--- src/rtl/wb_arb_pkg.sv ---
// Shared types for the Wishbone arbitration blocks.
// No logic: arbiter state encoding and the grant-index width helper.
// Backpressure: n/a.
package wb_arb_pkg;

    typedef enum logic [1:0] {
        IDLE    = 2'd0,
        GRANT   = 2'd1,
        RECOVER = 2'd2
    } arb_state_t;

    // Width of a master index; a single master still needs one bit.
    function automatic int idxw(input int n);
        return (n > 1) ? $clog2(n) : 1;
    endfunction

endpackage

--- src/rtl/wb_rr_picker.sv ---
// Round-robin picker: first requester searching upward from last+1 with wrap.
// Latency: combinational.
// Backpressure: none; vld low when no request is present.
module wb_rr_picker
    import wb_arb_pkg::*;
#(
    parameter int NM = 2,
    localparam int IDXW = idxw(NM)
) (
    input  logic [NM-1:0]   req,
    input  logic [IDXW-1:0] last,
    output logic            vld,
    output logic [IDXW-1:0] idx
);

    int best_d;

    // Rotational distance from last+1; the nearest requester wins.
    always_comb begin
        vld    = 1'b0;
        idx    = '0;
        best_d = NM;
        for (int i = 0; i < NM; i++) begin
            if (req[i] && (((i + 2 * NM - int'(last) - 1) % NM) < best_d)) begin
                vld    = 1'b1;
                idx    = IDXW'(i);
                best_d = (i + 2 * NM - int'(last) - 1) % NM;
            end
        end
    end

endmodule

--- src/rtl/wb_rr_arbiter.sv ---
// N-master to 1-slave pipelined Wishbone arbiter, round-robin, grant held per cyc.
// Latency: grant 1 cycle after cyc in idle; request and response paths combinational.
// Backpressure: granted master stalls on slave stall or MAX_OUT outstanding; others always stall.
module wb_rr_arbiter
    import wb_arb_pkg::*;
#(
    parameter int NM      = 2,
    parameter int AW      = 30,
    parameter int DW      = 32,
    parameter int SELW    = 4,
    parameter int MAX_OUT = 4,
    parameter int TIMEOUT = 1023
) (
    input  logic               i_clk,
    input  logic               i_reset,
    input  logic [NM-1:0]      i_m_cyc,
    input  logic [NM-1:0]      i_m_stb,
    input  logic [NM-1:0]      i_m_we,
    input  logic [NM*SELW-1:0] i_m_sel,
    input  logic [NM*AW-1:0]   i_m_addr,
    input  logic [NM*DW-1:0]   i_m_data,
    output logic [NM-1:0]      o_m_stall,
    output logic [NM-1:0]      o_m_ack,
    output logic [NM-1:0]      o_m_err,
    output logic [DW-1:0]      o_m_data,
    output logic               o_s_cyc,
    output logic               o_s_stb,
    output logic               o_s_we,
    output logic [SELW-1:0]    o_s_sel,
    output logic [AW-1:0]      o_s_addr,
    output logic [DW-1:0]      o_s_data,
    input  logic               i_s_stall,
    input  logic               i_s_ack,
    input  logic               i_s_err,
    input  logic [DW-1:0]      i_s_data
);

    localparam int IDXW = idxw(NM);
    localparam int CW   = $clog2(MAX_OUT + 1);
    localparam int TW   = (TIMEOUT > 0) ? $clog2(TIMEOUT + 1) : 1;

    arb_state_t      state, state_nxt;
    logic [IDXW-1:0] gnt, gnt_nxt;
    logic [IDXW-1:0] last, last_nxt;
    logic [IDXW-1:0] pick_idx;
    logic            pick_vld;
    logic [CW-1:0]   outstanding, out_nxt;
    logic [TW-1:0]   tmo_cnt, tmo_nxt;
    logic            g_cyc, g_stb, full, busy, s_resp, accept, tmo_fire;

    wb_rr_picker #(.NM(NM)) u_picker (
        .req  (i_m_cyc),
        .last (last),
        .vld  (pick_vld),
        .idx  (pick_idx)
    );

    assign g_cyc    = i_m_cyc[gnt];
    assign g_stb    = i_m_stb[gnt];
    assign full     = (outstanding == CW'(MAX_OUT));
    assign busy     = (outstanding != '0);
    // Responses with nothing outstanding are strays and never reach a master.
    assign s_resp   = (i_s_ack | i_s_err) & busy;
    assign accept   = o_s_stb & ~i_s_stall;
    assign tmo_fire = (TIMEOUT != 0) && (state == GRANT) && g_cyc && busy
                      && !(i_s_ack | i_s_err) && (tmo_cnt == TW'(TIMEOUT - 1));

    assign o_s_we   = i_m_we[gnt];
    assign o_s_sel  = i_m_sel[gnt * SELW +: SELW];
    assign o_s_addr = i_m_addr[gnt * AW +: AW];
    assign o_s_data = i_m_data[gnt * DW +: DW];
    assign o_m_data = i_s_data;

    // The timeout cycle also blocks new strobes so no accept is lost in the abort.
    always_comb begin
        o_s_cyc   = 1'b0;
        o_s_stb   = 1'b0;
        o_m_stall = '1;
        o_m_ack   = '0;
        o_m_err   = '0;
        if (state == GRANT) begin
            o_s_cyc        = g_cyc;
            o_s_stb        = g_cyc & g_stb & ~full & ~tmo_fire;
            o_m_stall[gnt] = i_s_stall | full | tmo_fire;
            o_m_ack[gnt]   = i_s_ack & busy;
            o_m_err[gnt]   = (i_s_err & busy) | tmo_fire;
        end
    end

    always_comb begin
        state_nxt = state;
        gnt_nxt   = gnt;
        last_nxt  = last;
        out_nxt   = outstanding;
        tmo_nxt   = tmo_cnt;
        case (state)
            IDLE: begin
                out_nxt = '0;
                tmo_nxt = '0;
                if (pick_vld) begin
                    gnt_nxt   = pick_idx;
                    last_nxt  = pick_idx;
                    state_nxt = GRANT;
                end
            end
            GRANT: begin
                if (!g_cyc) begin
                    state_nxt = IDLE;
                    out_nxt   = '0;
                    tmo_nxt   = '0;
                end else if (tmo_fire) begin
                    state_nxt = RECOVER;
                    out_nxt   = '0;
                    tmo_nxt   = '0;
                end else begin
                    if (accept && !s_resp) begin
                        out_nxt = outstanding + 1'b1;
                    end else if (!accept && s_resp) begin
                        out_nxt = outstanding - 1'b1;
                    end
                    if ((TIMEOUT != 0) && busy && !(i_s_ack | i_s_err)) begin
                        tmo_nxt = tmo_cnt + 1'b1;
                    end else begin
                        tmo_nxt = '0;
                    end
                end
            end
            RECOVER: begin
                out_nxt = '0;
                tmo_nxt = '0;
                if (!g_cyc) begin
                    state_nxt = IDLE;
                end
            end
            default: state_nxt = IDLE;
        endcase
    end

    always_ff @(posedge i_clk) begin
        if (i_reset) begin
            state       <= IDLE;
            gnt         <= '0;
            last        <= IDXW'(NM - 1);
            outstanding <= '0;
            tmo_cnt     <= '0;
        end else begin
            state       <= state_nxt;
            gnt         <= gnt_nxt;
            last        <= last_nxt;
            outstanding <= out_nxt;
            tmo_cnt     <= tmo_nxt;
        end
    end

endmodule

--- config.mk ---
export PLATFORM = sky130hd
export DESIGN_NAME = wb_rr_arbiter
export DESIGN_NICKNAME = d
export VERILOG_FILES = /design/src/rtl/wb_arb_pkg.sv /design/src/rtl/wb_rr_picker.sv /design/src/rtl/wb_rr_arbiter.sv
export SDC_FILE = /design/constraint.sdc
export NUM_CORES = 1
export LEC_CHECK = 0
export CORE_AREA = 2 2 108 110
export CTS_CLUSTER_DIAMETER = 150
export DETAILED_ROUTE_END_ITERATION = 12
export DIE_AREA = 0 0 110 112
export DONT_BUFFER_PORTS = 1
export GPL_TIMING_DRIVEN = 0
export PLACE_DENSITY_LB_ADDON = 0.15
export SLEW_MARGIN = 10
export SYNTH_ARGS = -nofsm -noshare
export SYNTH_HDL_FRONTEND = slang
export SYNTH_SLANG_ARGS = --single-unit
--- constraint.sdc ---
create_clock -name i_clk -period 4.4 [get_ports i_clk]
set_input_delay 1.1 -clock i_clk [delete_from_list [all_inputs] [get_ports i_clk]]
set_output_delay 1.1 -clock i_clk [all_outputs]
set_load 0.01 [all_outputs]
==> flow_summary.ini, run 1 <==
[hold_path]
min_from = tmo_cnt[9]$_SDFFE_PP0P_
hold-path-endpoint = tmo_cnt[9]$_SDFFE_PP0P_
hold_path_depth = 1
holdCritPathClass = reg -> reg

[die]
die_area_um2 = 12300
rows = 39
core_area_um2 = 11200
pin_count = 282
fp.dieW_um = 110
start_util_pct = 18.9
die_h_um = 112

[place]
gp_congestion = 0.810
place_hpwl_mm = 9.81
place_ws_ps = 675
io_buffers = 0

[cts]
root_buffer = clkbuf_16
cts_sinks = 17
post_cts_buffers = 0
cts_resized = 0
h-tree-depth = 1
clkTransAtPathRegs_ps = 50
cts_tree = done
clock_path_buffers = 2
hold_buffers = 0
worstSkewPairLatency_ps = 250
numCtsBuffers = 3

[power_and_ir_drop]
switching_power_mw = 0.224
internal_power_mw = 0.381
ir_drop_mv = 0.0937
switching_share_pct = 37.0
power.density_nw_per_um2 = 255
pwr-share-seq_pct = 27.0
combPwrFrac_pct = 42.2
clkPwrFrac_pct = 30.8
leakagePower_nw = 0.806

[sta]
fin_crit_sh_pct = 83.0
skew_ps = 1.95
setup_viol = 0
rsz0062_at_grt = no
fin_crit_ps = 3650
slew_viol_final = 0
tightest_slew_ps = 970
report.final.hold_viol_count = 0
slew_headroom_pct = 33.7
finalWorstSetupSlack_ps = 749
fmax_mhz = 274
fin_setup_tns_ps = 0

[critical_path]
required_ps = 3300
cp-end-kind = output pin
rr_worst_depth = 11
rr_startpoint = tmo_cnt[1]$_SDFFE_PP0P_
worstSetupPathType = in -> out
r2r_slack_ps = 1520
reg2reg_to = outstanding[2]$_SDFFE_PP0P_
cp_max_fo = 4
crit_path_start_kind = input pin
critical_path_arrival_ps = 2550

[cells_and_area]
fin_nets = 427
multi_input_area_um2 = 1460
antenna_cells = 0
syn2layout_area_growth_pct = 12.2
final_layout_size_suffix_gt1_share_pct = 43.5
seq_area_um2 = 340
fillers = 1236

[synthesis]
yosys-top-cells-area = mux2_2 36%, dfxtp_1 16%, buf_4 11%
syn_inst = 244
synth_top_cell_by_area = mux2_2
yosysTopAreaCellShare_pct = 35.7
syn-cell-area_um2 = 2110
synth_flop_cell = dfxtp_1
ys_ff_latch = 17
synth-edff-count = 0
yosysSeqAreaShare_pct = 16.1
synth_nets = 422
synth.distinct_cells = 45
synthArstFlopShare_pct = 0
syn_area_per_cell_um2 = 8.66
ys.warnings.count = 0

[global_route]
grt_max_degree = 11
grt_pass1_wl_mm = 13.9
gr-total-overflow = 0
grt.total_usage_pct = 16.9
grt_pass1_vias = 1793
antenna_found_initial = 0

[detailed_routing]
vias = 1897
drt-wirelength-per-cell_um = 27.9
drt_iter0_drc = 67
finalWirelength_mm = 10.9
routed_via_density = 4.85
drc = 0
drtAntennaViolNets = 0
dr.pass1.iters = 4

[status]
status = finished clean

[run]
drv_cap = 0
==> state kept, by name, summed over array words and instances, names as in the netlist <==
register,flops
gnt,1
tmo_cnt,10
outstanding,3
state,2
last,1
==> cell type report <==
cell class	count	share of cell area (%)
Multi-Input combinational cell	177	61.4
Sequential cell	17	14.4
Buffer	44	12.4
Tap cell	143	7.55
Clock buffer	4	3.32
Inverter	6	0.950
==> cell usage in the layout, fill, tap and decap left out, types with 2 or more instances in the layout <==
master     netlist  final
nor2_1          15     15
mux2i_1          3      3
dfxtp_1         17     17
a41oi_1          2      2
or4_1            2      2
clkbuf_16        0      3
buf_4           32     32
a21oi_1         10     10
mux2_2          67     67
nor3_1           6      6
nand2_1         14     14
a32o_1           3      3
o21ai_0          6      6
nand2b_1         7      7
a2111oi_0        2      2
inv_1            6      6
a311oi_1         7      7
clkbuf_1         9     10
nand3_1          7      7
and3_1           2      2
ha_1             2      2
==> worst max-delay path, stage by stage <==
cell	delay, ps
mux2i_1	270
nand2b_4	230
nor3_1	110
a2111oi_0	840
==> stage by stage <==
stage	power, mW	instances	utilization [%]	area, um2	hold slack (ps)
floorplan	0.357	244	-	2110	451
global placement	0.433	387	20.5	2290	484
detailed placement	0.434	387	20.5	2290	481
CTS	0.624	391	21.2	2370	492
global route	0.639	391	21.2	2370	533
finish	0.606	391	21.2	2370	491
==> power by group through the flow <==
stage / Clock (mW) / Sequential (mW) / Combinational [mW]
final: 0.186 / 0.164 / 0.256
after global routing: 0.201 / 0.165 / 0.274
after CTS: 0.192 / 0.164 / 0.268
after detailed placement: 0 / 0.167 / 0.267
after global placement: 0 / 0.167 / 0.266
after floorplan: 0 / 0.165 / 0.192
==> per-layer routing <==
| metal | routed length, um | vias to the layer above | track usage [%] |
|---|---|---|---|
| li1 | - | 876 | - |
| met1 | 3710 | 891 | 17.9 |
| met2 | 6550 | 125 | 34.4 |
| met3 | 585 | 5 | 2.17 |
| met4 | 70 | 0 | 2.78 |
| met5 | 0 | - | 0 |
==> logic make-up after synthesis <==
family,after synthesis,share of synthesized area [%]
muxes,70,37.1
and+or+nand+nor,63,15.9
adders and majority gates,3,2.13
AOI/OAI and AO/OA,41,13.7
DFF,17,16.1
buffers and inverters,50,15.0
==> cells in the mapped netlist (3+ instances only) <==
master	number
a21oi_1	10
a311oi_1	7
a32o_1	3
buf_4	32
clkbuf_1	9
dfxtp_1	17
inv_1	6
mux2_2	67
mux2i_1	3
nand2_1	14
nand2b_1	7
nand3_1	7
nor2_1	15
nor3_1	6
o21ai_0	6
==> worst max-delay path by stage <==
| stage | from | to | slack, ps | cells past startpoint |
|---|---|---|---|---|
| after floorplan | i_m_cyc[1] | o_s_stb | 1100 | 4 |
| after global placement | i_m_cyc[1] | o_s_stb | 680 | 4 |
| after detailed placement | i_m_cyc[1] | o_s_stb | 680 | 4 |
| after CTS | i_m_cyc[1] | o_s_stb | 670 | 4 |
| after global routing | i_m_cyc[1] | o_s_stb | 530 | 4 |
| final | i_m_cyc[1] | o_s_stb | 750 | 4 |
Note: power is estimated with default switching activity, not from simulation.
==> run 2: changes to the inputs <==
==> constraint.sdc (replaced) <==
create_clock -name i_clk -period 3.5 [get_ports i_clk]
set_input_delay 0.875 -clock i_clk [delete_from_list [all_inputs] [get_ports i_clk]]
set_output_delay 0.875 -clock i_clk [all_outputs]
set_load 0.01 [all_outputs]
==> results of run 2 <==
The final DEF is identical to that of run 1. Status: finished clean.
Among the figures that moved: setup slack after placement 675 ps -> 225 ps; setup slack after layout 749 ps -> 299 ps; register-to-register setup slack 1520 ps -> 620 ps; total power 0.606 mW -> 0.761 mW; worst IR drop on VDD 0.0937 mV -> 0.118 mV
